File: src/rtl/extmem_pkg.sv
// Shared types and constants for the external-memory read prefetcher.
// One line buffer of LINE_WORDS words, tagged by the word address above the line offset.
package extmem_pkg;

   localparam int ADDR_W     = 32;
   localparam int WORD_W     = 32;
   localparam int LINE_WORDS = 4;
   localparam int OFFS_W     = 2;
   localparam int TAG_W      = ADDR_W - OFFS_W;

   typedef enum logic [1:0] {
      IDLE      = 2'd0,
      MISS_REQ  = 2'd1,
      MISS_FILL = 2'd2,
      RESP      = 2'd3
   } state_t;

   function automatic logic [ADDR_W-1:0] line_base(input logic [ADDR_W-1:0] a);
      return {a[ADDR_W-1:OFFS_W], {OFFS_W{1'b0}}};
   endfunction

endpackage

File: src/rtl/extmem_if.sv
// DMA read port and external-memory line-fill port of the prefetcher.
// slave is the prefetcher's view; master is the view of its surroundings.
interface extmem_if;
   import extmem_pkg::*;

   logic              r_request_extmem;
   logic [ADDR_W-1:0] addr_extmem;
   logic              r_valid_extmem;
   logic [WORD_W-1:0] data_extmem;
   logic              flush;
   logic              mem_req;
   logic [ADDR_W-1:0] mem_addr;
   logic              mem_ack;
   logic              mem_rvalid;
   logic [WORD_W-1:0] mem_rdata;

   modport slave (
      input  r_request_extmem, addr_extmem, flush, mem_ack, mem_rvalid, mem_rdata,
      output r_valid_extmem, data_extmem, mem_req, mem_addr
   );

   modport master (
      output r_request_extmem, addr_extmem, flush, mem_ack, mem_rvalid, mem_rdata,
      input  r_valid_extmem, data_extmem, mem_req, mem_addr
   );

endinterface

File: src/rtl/extmem_line_buf.sv
// Single-line buffer: word storage, tag and valid bit with a combinational hit compare.
// Storage carries no reset; only tag and valid are cleared.
module extmem_line_buf
   import extmem_pkg::*;
(
   input  logic              clk,
   input  logic              rst,
   input  logic              wr_en,
   input  logic [OFFS_W-1:0] wr_idx,
   input  logic [WORD_W-1:0] wr_data,
   input  logic              set_tag,
   input  logic              set_valid,
   input  logic [TAG_W-1:0]  tag_in,
   input  logic              inval,
   input  logic [OFFS_W-1:0] rd_idx,
   output logic [WORD_W-1:0] rd_data,
   input  logic [TAG_W-1:0]  lookup_tag,
   output logic              hit
);

   logic [WORD_W-1:0] line [LINE_WORDS];
   logic [TAG_W-1:0]  tag;
   logic              vld;

   always_ff @(posedge clk) begin
      if (wr_en) line[wr_idx] <= wr_data;
   end

   // Invalidate wins over a tag update so a flush can never be lost.
   always_ff @(posedge clk or posedge rst) begin
      if (rst) begin
         vld <= 1'b0;
         tag <= '0;
      end else if (inval) begin
         vld <= 1'b0;
      end else if (set_tag) begin
         tag <= tag_in;
         vld <= set_valid;
      end
   end

   assign rd_data = line[rd_idx];
   assign hit     = vld && (tag == lookup_tag);

endmodule

File: src/rtl/extmem_prefetch.sv
// DMA read front-end that serves word reads from a one-line buffer and
// refills the line with a 4-beat burst from external memory on a miss.
module extmem_prefetch
   import extmem_pkg::*;
#(
   parameter int CNT_W = 16
) (
   input  logic             clk,
   input  logic             rst,
   extmem_if.slave          bus,
   output logic [CNT_W-1:0] hit_cnt,
   output logic [CNT_W-1:0] miss_cnt
);

   function automatic logic [CNT_W-1:0] sat_inc(input logic [CNT_W-1:0] v);
      return (&v) ? v : v + CNT_W'(1);
   endfunction

   state_t            state;
   logic              r_valid_q;
   logic [WORD_W-1:0] data_q;
   logic              mem_req_q;
   logic [ADDR_W-1:0] mem_addr_q;
   logic [OFFS_W-1:0] offs_q;
   logic [OFFS_W-1:0] beat;
   logic              flush_pending;

   logic              lb_hit;
   logic [WORD_W-1:0] lb_rd_data;
   logic              lb_wr_en;
   logic              lb_set_tag;
   logic              lb_set_valid;
   logic              lb_inval;
   logic [OFFS_W-1:0] lb_rd_idx;
   logic              is_hit;
   logic              start_miss;

   assign is_hit     = lb_hit && !bus.flush;
   assign start_miss = (state == IDLE) && bus.r_request_extmem && !is_hit;

   // The line is invalidated as soon as a refill starts, so an abandoned fill leaves it invalid.
   always_comb begin
      lb_wr_en     = (state == MISS_FILL) && bus.mem_rvalid;
      lb_set_tag   = lb_wr_en && (beat == OFFS_W'(LINE_WORDS - 1));
      lb_set_valid = !(flush_pending || bus.flush);
      lb_inval     = start_miss ||
                     (bus.flush && ((state == IDLE) || (state == RESP)));
      lb_rd_idx    = (state == IDLE) ? bus.addr_extmem[OFFS_W-1:0] : offs_q;
   end

   extmem_line_buf u_line_buf (
      .clk        (clk),
      .rst        (rst),
      .wr_en      (lb_wr_en),
      .wr_idx     (beat),
      .wr_data    (bus.mem_rdata),
      .set_tag    (lb_set_tag),
      .set_valid  (lb_set_valid),
      .tag_in     (mem_addr_q[ADDR_W-1:OFFS_W]),
      .inval      (lb_inval),
      .rd_idx     (lb_rd_idx),
      .rd_data    (lb_rd_data),
      .lookup_tag (bus.addr_extmem[ADDR_W-1:OFFS_W]),
      .hit        (lb_hit)
   );

   always_ff @(posedge clk or posedge rst) begin
      if (rst) begin
         state         <= IDLE;
         r_valid_q     <= 1'b0;
         data_q        <= '0;
         mem_req_q     <= 1'b0;
         mem_addr_q    <= '0;
         offs_q        <= '0;
         beat          <= '0;
         flush_pending <= 1'b0;
         hit_cnt       <= '0;
         miss_cnt      <= '0;
      end else begin
         r_valid_q <= 1'b0;
         case (state)
            IDLE: begin
               if (bus.r_request_extmem) begin
                  if (is_hit) begin
                     state     <= RESP;
                     r_valid_q <= 1'b1;
                     data_q    <= lb_rd_data;
                     hit_cnt   <= sat_inc(hit_cnt);
                  end else begin
                     state         <= MISS_REQ;
                     mem_req_q     <= 1'b1;
                     mem_addr_q    <= line_base(bus.addr_extmem);
                     offs_q        <= bus.addr_extmem[OFFS_W-1:0];
                     flush_pending <= 1'b0;
                     miss_cnt      <= sat_inc(miss_cnt);
                  end
               end
            end
            MISS_REQ: begin
               if (bus.flush) flush_pending <= 1'b1;
               if (bus.mem_ack) begin
                  state     <= MISS_FILL;
                  mem_req_q <= 1'b0;
                  beat      <= '0;
               end
            end
            MISS_FILL: begin
               if (bus.flush) flush_pending <= 1'b1;
               if (bus.mem_rvalid) begin
                  beat <= beat + OFFS_W'(1);
                  // Last beat: the requested word may be the one arriving right now.
                  if (beat == OFFS_W'(LINE_WORDS - 1)) begin
                     state         <= RESP;
                     r_valid_q     <= 1'b1;
                     data_q        <= (offs_q == OFFS_W'(LINE_WORDS - 1)) ? bus.mem_rdata
                                                                          : lb_rd_data;
                     flush_pending <= 1'b0;
                  end
               end
            end
            RESP: begin
               state <= IDLE;
            end
            default: state <= IDLE;
         endcase
      end
   end

   assign bus.r_valid_extmem = r_valid_q;
   assign bus.data_extmem    = data_q;
   assign bus.mem_req        = mem_req_q;
   assign bus.mem_addr       = mem_addr_q;

endmodule

File: src/flat_wrapper.sv
// flat-port wrapper written by rule: the top's interface ports become plain ports
module extmem_prefetch_flat import extmem_pkg::*;
#(
   parameter int CNT_W = 16
)
  (clk, rst, hit_cnt, miss_cnt, bus_r_request_extmem, bus_addr_extmem, bus_flush, bus_mem_ack, bus_mem_rvalid, bus_mem_rdata, bus_r_valid_extmem, bus_data_extmem, bus_mem_req, bus_mem_addr);
  extmem_if bus_i ();
  input  logic clk;
  input  logic rst;
  output logic [CNT_W-1:0] hit_cnt;
  output logic [CNT_W-1:0] miss_cnt;
  input wire logic [$bits(bus_i.r_request_extmem)-1:0] bus_r_request_extmem;
  input wire logic [$bits(bus_i.addr_extmem)-1:0] bus_addr_extmem;
  input wire logic [$bits(bus_i.flush)-1:0] bus_flush;
  input wire logic [$bits(bus_i.mem_ack)-1:0] bus_mem_ack;
  input wire logic [$bits(bus_i.mem_rvalid)-1:0] bus_mem_rvalid;
  input wire logic [$bits(bus_i.mem_rdata)-1:0] bus_mem_rdata;
  output wire logic [$bits(bus_i.r_valid_extmem)-1:0] bus_r_valid_extmem;
  output wire logic [$bits(bus_i.data_extmem)-1:0] bus_data_extmem;
  output wire logic [$bits(bus_i.mem_req)-1:0] bus_mem_req;
  output wire logic [$bits(bus_i.mem_addr)-1:0] bus_mem_addr;
  assign bus_i.r_request_extmem = bus_r_request_extmem;
  assign bus_i.addr_extmem = bus_addr_extmem;
  assign bus_i.flush = bus_flush;
  assign bus_i.mem_ack = bus_mem_ack;
  assign bus_i.mem_rvalid = bus_mem_rvalid;
  assign bus_i.mem_rdata = bus_mem_rdata;
  assign bus_r_valid_extmem = bus_i.r_valid_extmem;
  assign bus_data_extmem = bus_i.data_extmem;
  assign bus_mem_req = bus_i.mem_req;
  assign bus_mem_addr = bus_i.mem_addr;
  extmem_prefetch #(.CNT_W(CNT_W)) u_core (.clk(clk), .rst(rst), .bus(bus_i), .hit_cnt(hit_cnt), .miss_cnt(miss_cnt));
endmodule
File: config.mk
export PLATFORM = sky130hd
export DESIGN_NAME = extmem_prefetch_flat
export DESIGN_NICKNAME = d
export VERILOG_FILES = /design/src/rtl/extmem_pkg.sv /design/src/rtl/extmem_if.sv /design/src/rtl/extmem_line_buf.sv /design/src/rtl/extmem_prefetch.sv /design/src/flat_wrapper.sv
export SDC_FILE = /design/constraint.sdc
export NUM_CORES = 1
export LEC_CHECK = 0
export CAP_MARGIN = 20
export CORE_AREA = 3 3 171 173
export DETAILED_ROUTE_END_ITERATION = 8
export DIE_AREA = 0 0 174 176
export DONT_BUFFER_PORTS = 1
export SLEW_MARGIN = 10
export SYNTH_ARGS = -nofsm -noshare
export SYNTH_HDL_FRONTEND = slang
export SYNTH_SLANG_ARGS = --single-unit
File: constraint.sdc
create_clock -name clk -period 5.5 [get_ports clk]
set_clock_uncertainty 0.15 [all_clocks]
set_input_delay 1.1 -clock clk [delete_from_list [all_inputs] [get_ports clk]]
set_output_delay 1.1 -clock clk [all_outputs]
set_load 0.1 [all_outputs]
Word level (Yosys, flattened, before mapping)

Memory sizes are Yosys's and may differ from the RTL's.
Index checks and enable logic that the tools add are counted.

Register bits: 134
RAM bits: 128
Output and inout port bits: 98
Memories: 1

Memory list:

| name                   | words | bits a word | read ports | clocked after memory_dff | wr ports | RTL line              | RTL |
|---|---|---|---|---|---|---|---|
| u_core.u_line_buf.line | 4     | 32          | 1          | 0                        | 1        | extmem_line_buf.sv:21 | `logic [WORD_W-1:0] line [LINE_WORDS];` |

Add/sub/neg operators: 3
Equal/unequal tests: 12
Multiplexer cells: 35
Bitwise logic cells: 4
Reduce and logical (&&, ||, !) cells: 30

Operators by type and width:

| kind                                                                   | count |
|---|---|
| 32-bit 2-to-1 mux                                                      | 5 |
| 32-bit one-hot mux with 2 select lines                                 | 1 |
| 16-bit by 1-bit adder with 16-bit output (second input constant)       | 2 |
| 16-bit AND reduction                                                   | 2 |
| 30-bit equality test                                                   | 1 |
| 1-bit 2-to-1 mux                                                       | 16 |
| 2-bit 2-to-1 mux                                                       | 8 |
| 4-bit AND reduction                                                    | 4 |
| 2-bit inequality test (second input constant)                          | 5 |
| 3-bit AND reduction                                                    | 3 |
| 2-bit equality test (second input constant)                            | 4 |
| 2-bit one-hot mux with 4 select lines                                  | 1 |
| 2-bit nonzero test                                                     | 4 |
| 1-bit logical AND                                                      | 7 |
| 5-bit AND reduction                                                    | 1 |
| 1-bit inverter                                                         | 4 |
| 1-bit one-hot mux with 2 select lines                                  | 2 |
| 2-bit one-hot mux with 2 select lines                                  | 1 |
| 1-bit zero test                                                        | 3 |
| 1-bit logical OR                                                       | 3 |
| 1-bit one-hot mux with 3 select lines                                  | 1 |
| 3-bit nonzero test                                                     | 1 |
| 2-bit by 1-bit adder with 2-bit output (second input constant)         | 1 |
| 2-bit by 1-bit equality test with 1-bit output (second input constant) | 1 |
| 3 further kinds                                                        | 3 |

Longest topological paths before layout

Gate-level depths: netlist of the first run.

Depth in word-level cells: 8
Mapped depth: 10
Gate-level depth less buffers: 8

By module

Synthesis of the first run repeated with hierarchy kept, for this count alone.

Cell total of the unflattened synthesis: 757
Area total of the unflattened synthesis: 10889.2 µm²

Modules (own cells, without submodules):

| module          | times used | cells an instance | area an instance (µm²) | seq. area each (µm²) |
|---|---|---|---|---|
| extmem_line_buf | 1          | 280               | 6109.6                 | 4619.4 |
| extmem_prefetch | 1          | 477               | 4779.6                 | 2577.5 |

Worst setup path before layout of the first run

No wires, ideal clock.

Path type: input port to flip-flop
Start: input port bus_addr_extmem[7]
End: register u_core.u_line_buf.tag[10]
Arrival: 2.793 ns
Setup slack: 2.431 ns
Stages: 7
Path buffers: 1
Path through: xnor2_1 nand4_1 nor4_4 a21oi_2 nor3b_4 buf_6 mux2_2

Longest elaborated chain between the ends: 8

RTL lines:

| item                                 | RTL line              | RTL |
|---|---|---|
| start, declared                      | flat_wrapper.sv:13    | `input wire logic [$bits(bus_i.addr_extmem)-1:0] bus_addr_extmem;` |
| 30-bit equality test                 | extmem_line_buf.sv:43 | `assign hit = vld && (tag == lookup_tag);` |
| 1-bit logical AND                    | extmem_line_buf.sv:43 |  |
| 1-bit logical AND                    | extmem_prefetch.sv:38 | `assign is_hit = lb_hit && !bus.flush;` |
| 1-bit zero test                      | extmem_prefetch.sv:39 | `assign start_miss = (state == IDLE) && bus.r_request_extmem && !is_hit;` |
| 1-bit logical AND                    | extmem_prefetch.sv:39 |  |
| 1-bit logical OR                     | extmem_prefetch.sv:46 | `lb_inval = start_miss \|\|` |
| 1-bit inverter (no source line)      | -                     |  |
| 2-bit AND reduction (no source line) | -                     |  |
| end signal, assigned                 | extmem_line_buf.sv:37 | `tag <= tag_in;` |
| end, declared                        | extmem_line_buf.sv:22 | `logic [TAG_W-1:0] tag;` |

Every way passes these cells.
A chain may end at the register's enable or synchronous reset.

Worst setup path after layout of the first run

Start: register u_core.state[0]
End: register u_core.data_q[10], in the netlist u_core.bus.data_extmem[10]

Longest elaborated chain between the ends: 7

RTL lines:

| item                                   | RTL line                                     | RTL |
|---|---|---|
| start, declared                        | extmem_prefetch.sv:19                        | `state_t state;` |
| start signal, assigned                 | extmem_prefetch.sv:69                        | `state <= IDLE;` |
| start signal, assigned                 | extmem_prefetch.sv:85                        | `state <= RESP;` |
| start signal, assigned                 | extmem_prefetch.sv:90                        | `state <= MISS_REQ;` |
| 2-bit zero test                        | extmem_prefetch.sv:48, extmem_prefetch.sv:81 |  |
| 2-bit 2-to-1 mux                       | extmem_prefetch.sv:48                        | `lb_rd_idx = (state == IDLE) ? bus.addr_extmem[OFFS_W-1:0] : offs_q;` |
| memory 4 x 32 bit                      | -                                            |  |
| 32-bit 2-to-1 mux                      | extmem_prefetch.sv:115                       | `data_q <= (offs_q == OFFS_W'(LINE_WORDS - 1)) ? bus.mem_rdata` |
| 32-bit 2-to-1 mux                      | extmem_prefetch.sv:112                       | `if (beat == OFFS_W'(LINE_WORDS - 1)) begin` |
| 32-bit 2-to-1 mux                      | extmem_prefetch.sv:109                       | `if (bus.mem_rvalid) begin` |
| 32-bit one-hot mux with 2 select lines | extmem_prefetch.sv:81                        | `case (state)` |
| end signal, assigned                   | extmem_prefetch.sv:87                        | `data_q <= lb_rd_data;` |
| end signal, assigned                   | extmem_prefetch.sv:115                       |  |
| end, declared                          | extmem_prefetch.sv:21                        | `logic [WORD_W-1:0] data_q;` |

Several ways; a longest one is shown, not always the timed one. The select of a mux whose other input is x is not followed.

==> run summary, run 1 <==
vias in the first global route = 6762
DRC violation count after routing = 0
# clock sinks = 262
worst setup margin = 2.199 ns
RSZ-0062 raised after global routing = false
die area = 30620 µm²
Met2 Wirelength = 11930 µm
Mean Syn Cell Area = 13.22 µm²
Synth Flop Type = dfrtp_1
Hold Buf Count CTS = 0
Crit Path Class = register to register
routability cong. = 0.7651
Setup Buffers After CTS = 0
placed cell areas = 11550 µm²
Comb pwr share = 0.223
largest net degree at the start of global routing = 98
CP Launch Type = register
I/O Buffers = 0
Overall Power = 8.109 mW
Cells after DPL = 1189
Vias/cell = 5.393
Post-CTS Resized = 0
synthesized flop and latch total = 262
Initial DRT Pass Iterations = 4
total grt overflow = 0
critical path peak fanout = 31
Clock Latency Late Sink = 0.54 ns
leakage = 4.823 nW
Worst-Margin Slew = 1.061 ns
# rows = 61
Flop pwr share = 0.556
sequential area share after synthesis = 0.6473
GRT Util Overall = 0.1621
CTS tree = built
Pint = 4.289 mW
vias = 6704
Die Wd = 174 µm
PD cells = 650.7 nW/µm²
final WL = 25410 µm
Period Utilization, post-route = 0.6001
DIE HEIGHT = 176 µm
number of synthesis warnings = 0
Clock power frac = 0.221
met3 WL = 1967 µm
core area = 27780 µm²
ranking of synthesized cells by area = edfxtp_1 35%, dfrtp_1 30%, mux2_2 6.3%
Req. time, crit path = 5.75 ns
I/O Pins = 168
asr flop ratio synth = 0.5115
largest area contributor in the netlist = edfxtp_1
Psw = 3.820 mW
Max IR drop VDD = 0.4445 mV
most frequent cell after synthesis = dfrtp_1
clk slew on worst S/H paths = 0.06 ns
Setup violations, final = 0
total CTS buffers = 29
met1 wire length = 11060 µm
Setup crit end kind = register
DP Wirelength = 15900 µm
initial antenna violation count = 0
layout cells sized above 1 = 0.1480
Place WS = 1.576 ns
Final Non-Filler Cells = 1243
synth cell count leaders = 134 x dfrtp_1, 128 x edfxtp_1, 117 x nand2_1
Final nets = 923
MaxCap Viol Count = 0
HP Class = register to register
setup_tns = 0 ns
P&R area growth vs syn = 12.08%
Hold Fails Final Rpt = 0
H-Tree Level Count = 1
Relative slew margins = 0.2927
Max Used Layer = met4
Synth cell types = 45
Yosys top cell area share = 0.3457
WL/cell = 20.44 µm
starting density of the core = 0.4002
status = finished clean
Slew Viols, Final = 0
Clock Path Buffers = 3
Post-Layout Inst Area = 12460 µm²
global-route wire length before repair = 39830 µm
Post-Synthesis Cells = 841
Final ANT Viol Nets = 0
FMAX = 303.0 MHz
DRT iter0 DRCs = 464
Switching Share = 0.4711
WP data arrival = 3.55 ns
Final Critical Period = 3.301 ns
root buf cell = clkbuf_16
EDFF count, synth = 128
Antenna diodes = 0
Post-Syn Area = 11120 µm²
==> stage by stage <==
stage,hold WS [ns],util
after floorplan,0.3295,-
final,0.3696,0.4485
after global routing,0.3830,0.4485
after CTS,0.3712,0.4475
after detailed placement,0.3525,0.4158
after global placement,0.3559,0.4158
==> worst max-delay path: stages, from the launching register on <==
cell and delay (ns):
dfrtp_1 0.41, inv_1 0.10, ha_1 0.58, mux2_2 0.84, buf_4 0.42, mux2i_1 0.23
a32oi_1 0.07, o21ai_0 0.18, o22ai_1 0.14
==> logic make-up after synthesis <==
kind of cell | synth area share
other | 0.0003373
multiplexers | 0.09734
flip-flops | 0.6473
adder cells (fa/ha/maj) | 0.01125
AND/OR/NAND/NOR | 0.1015
AO/OA/AOI/OAI | 0.07416
buffers and inverters | 0.02239
XOR/XNOR | 0.04569
==> state kept, by name, indices dropped and copies added (netlist names) <==
register                   flops
u_core.state                   2
u_core.u_line_buf.tag         30
u_core.flush_pending           1
u_core.bus.mem_req             1
u_core.hit_cnt                16
u_core.u_line_buf.line       128
u_core.u_line_buf.vld          1
u_core.bus.data_extmem        32
u_core.bus.r_valid_extmem      1
u_core.offs_q                  2
u_core.bus.mem_addr           30
u_core.beat                    2
u_core.miss_cnt               16
==> placed cells by master, fill, tap and decap left out, types with 12 or more instances in the layout <==
cell type,count
a32oi_1,32
buf_4,14
clkbuf_16,29
dfrtp_1,134
edfxtp_1,128
mux2_2,62
mux2i_1,34
nand2_1,117
nand3_1,21
nand4_1,22
nor2_1,12
nor3_1,16
o21ai_0,40
o22ai_1,34
xnor2_1,43
xor2_1,15
==> metal layers <==
metal  global-route usage  vias to the layer above
met5                    0                        -
met4              0.03653                        0
met3              0.04925                       37
met2               0.2649                      186
met1               0.2144                     3355
li1                     -                     3126
==> cell type report <==
class	instances	area (µm²)
well taps	378	473.0
inverters	11	46.29
multi-input cells	524	3730
clock inverters	12	91.34
flip-flops and latches	262	7197
clock buffers	41	790.8
repair buffers	15	132.6
fillers	2544	15320
==> path summary, 6_finish.rpt <==
kind / start / to / slack, ns / cells after the start
worst max-delay path: u_core.state[0] / u_core.bus.data_extmem[10] / 2.20 / 8
worst min-delay path: u_core.flush_pending / u_core.flush_pending / 0.37 / 2
worst max register to register: u_core.state[0] / u_core.bus.data_extmem[10] / 2.20 / 8
worst min register to register: u_core.flush_pending / u_core.flush_pending / 0.37 / 2
max in group asynchronous: rst / u_core.miss_cnt[12] / 3.65 / 2
min in group asynchronous: rst / u_core.bus.mem_addr[13] / 0.47 / 1
==> power groups by stage <==
stage | Sequential [mW] | Combinational (mW) | Clock, mW
5_1_grt | 4.56 | 2.03 | 1.93
3_3_place_gp | 4.55 | 1.79 | 0
3_5_place_dp | 4.55 | 1.82 | 0
4_1_cts | 4.51 | 1.83 | 1.84
2_1_floorplan | 4.43 | 1.39 | 0
6_report | 4.50 | 1.81 | 1.79
(Power assumes the default switching activity.)
==> inputs of run 2 (changes only) <==
clock period = 2.7 ns   (was 5.5 ns; I/O delays follow)
==> run 2 against run 1 <==
  * Power is 110% higher
  * Critical path depth is 1 lower
  * First-iteration DRC count is 14% higher
  * Largest cell class unchanged
  * Worst setup slack worse by 2.1 ns
  * Critical path type unchanged
  * Register-to-register slack worse by 2.1 ns
  * Sequential power is 84% higher
  * Count of clock-buffer cells in the layout is 1 lower
  * Non-clock buffer count is 136 higher
  * Clock power is 130% higher
  * Via count is 8.1% higher
  * Routed wire length is 7.3% higher
  * Cell count is 11% higher
==> run summary, run 2 (same netlist as run 1, synthesis figures left out) <==
DP Wirelength = 16960 µm (+6.7%)
largest net degree at the start of global routing = 105 (+7.1%)
setup_tns = 0 ns (unchanged)
Biggest register = u_core.u_line_buf.line
total CTS buffers = 29 (unchanged)
CP Launch Type = register
layout cells sized above 1 = 0.2048 (+0.05682)
Initial DRT Pass Iterations = 4 (unchanged)
WL/cell = 19.78 µm (-3.2%)
leakage = 5.539 nW (+15%)
# clock sinks = 262 (unchanged)
DRC violation count after routing = 0 (unchanged)
starting density of the core = 0.4002 (unchanged)
most common cell after layout, fill and taps aside = dfrtp_1
HP Class = input pin to register
status = finished clean
I/O Pins = 168 (unchanged)
final WL = 27280 µm (+7.3%)
vias in the first global route = 7651 (+13%)
Largest register FFs = 128 (unchanged)
Die Wd = 174 µm (unchanged)
initial antenna violation count = 0 (unchanged)
Final nets = 1059 (+15%)
Req. time, crit path = 2.96 ns (-2.79 ns)
commonest non-fill, non-tap cells in the layout = 132 x dfrtp_1, 128 x edfxtp_1, 117 x nand2_1
DIE HEIGHT = 176 µm (unchanged)
Final ANT Viol Nets = 0 (unchanged)
Antenna diodes = 0 (unchanged)
root buf cell = clkbuf_16
core area = 27780 µm² (unchanged)
P&R area growth vs syn = 24.05%
WP data arrival = 2.84 ns (-0.71 ns)
global-route wire length before repair = 43650 µm (+9.6%)
Vias/cell = 5.255 (-2.6%)
Worst-Margin Slew = 0.9850 ns (-0.07591 ns)
vias = 7247 (+8.1%)
critical path peak fanout = 30 (-3.2%)
Final Non-Filler Cells = 1379 (+11%)
Clock Path Buffers = 3 (unchanged)
Setup crit end kind = register
clk slew on worst S/H paths = 0.07 ns (about the same)
Setup violations, final = 0 (unchanged)
total grt overflow = 0 (unchanged)
worst setup margin = 0.1248 ns (-2.074 ns)
Final Critical Period = 2.575 ns (-0.7256 ns)
H-Tree Level Count = 1 (unchanged)
Relative slew margins = 0.3433 (+0.05061)
die area = 30620 µm² (unchanged)
FMAX = 388.3 MHz (+28%)
Period Utilization, post-route = 0.9538 (+0.3536)
Cells after DPL = 1260 (+6.0%)
GRT Util Overall = 0.1773 (+0.01520)
PD cells = 1258 nW/µm² (+93%)
Crit Path Class = register to register
Max IR drop VDD = 0.9197 mV (+110%)
Place WS = -0.002805 ns (-1.579 ns)
CTS tree = built
# rows = 61 (unchanged)
Clock Latency Late Sink = 0.54 ns (about the same)
post-layout utilization of the core = 0.4964 (+0.04792)
routability cong. = 0.7858 (+2.7%)
Hold Fails Final Rpt = 0 (unchanged)
I/O Buffers = 0 (unchanged)
MaxCap Viol Count = 0 (unchanged)
Slew Viols, Final = 0 (unchanged)
DRT iter0 DRCs = 527 (+14%)
## run 2: power by group
group	internal (mW)	switching, mW	total [mW]
Sequential	5.05	3.24	8.29
Clock	2.47	1.57	4.04
Combinational	1.91	3.12	5.03
## run 2: timing repair
item	in CTS	in global routing
setup endpoints to repair	0	4
hold buffers	65	0
gates resized for setup	0	1
endpoints found under the hold margin	294	0
setup buffers	0	1
## run 2: path summary, 6_finish.rpt
path,startpoint,to,slack (ns),depth (start not counted)
max,u_core.u_line_buf.tag[14],u_core.u_line_buf.tag[7],0.12,7
min,bus_flush,u_core.flush_pending,0.04,2
max reg2reg,u_core.u_line_buf.tag[14],u_core.u_line_buf.tag[7],0.12,7
min reg2reg,u_core.u_line_buf.tag[15],u_core.u_line_buf.tag[15],0.37,1
max in group asynchronous,rst,u_core.miss_cnt[0],1.40,3
min in group asynchronous,rst,u_core.bus.mem_addr[5],0.20,2
## run 2: final cells by class
cell class,count,area [µm²]
clock buffer,40,848.3
fill,2448,13990
timing repair buffer,151,1363
tap,378,473.0
inverter,11,45.04
sequential,262,7199
clock inverter,13,141.4
multi-input combinational,524,3722
## run 2: through the flow
stage	power [mW]	cell area, µm²	hold WS, ns
after floorplan	11.85	11130	0.3295
after CTS	17.48	13780	0.02378
after detailed placement	13.31	12140	0.1485
after global placement	13.24	12140	0.1482
final	17.35	13790	0.04289
after global routing	18.21	13790	0.05773
## run 2: worst max-delay path, stage by stage, from the launching register on
cell     delay [ns]
dfrtp_1        0.40
xnor2_1        0.27
nand4_1        0.21
nor4_4         0.44
a21oi_4        0.11
nor3b_4        0.24
buf_12         0.24
mux2_2         0.36
## run 2: routing by layer
metal  GRT usage  part of all wire  vias up
met1      0.2355              0.43     3632
met5           0                 0        -
met4     0.04859             0.023        0
li1            -                 -     3394
met3     0.04667             0.069       39
met2      0.2898              0.47      182
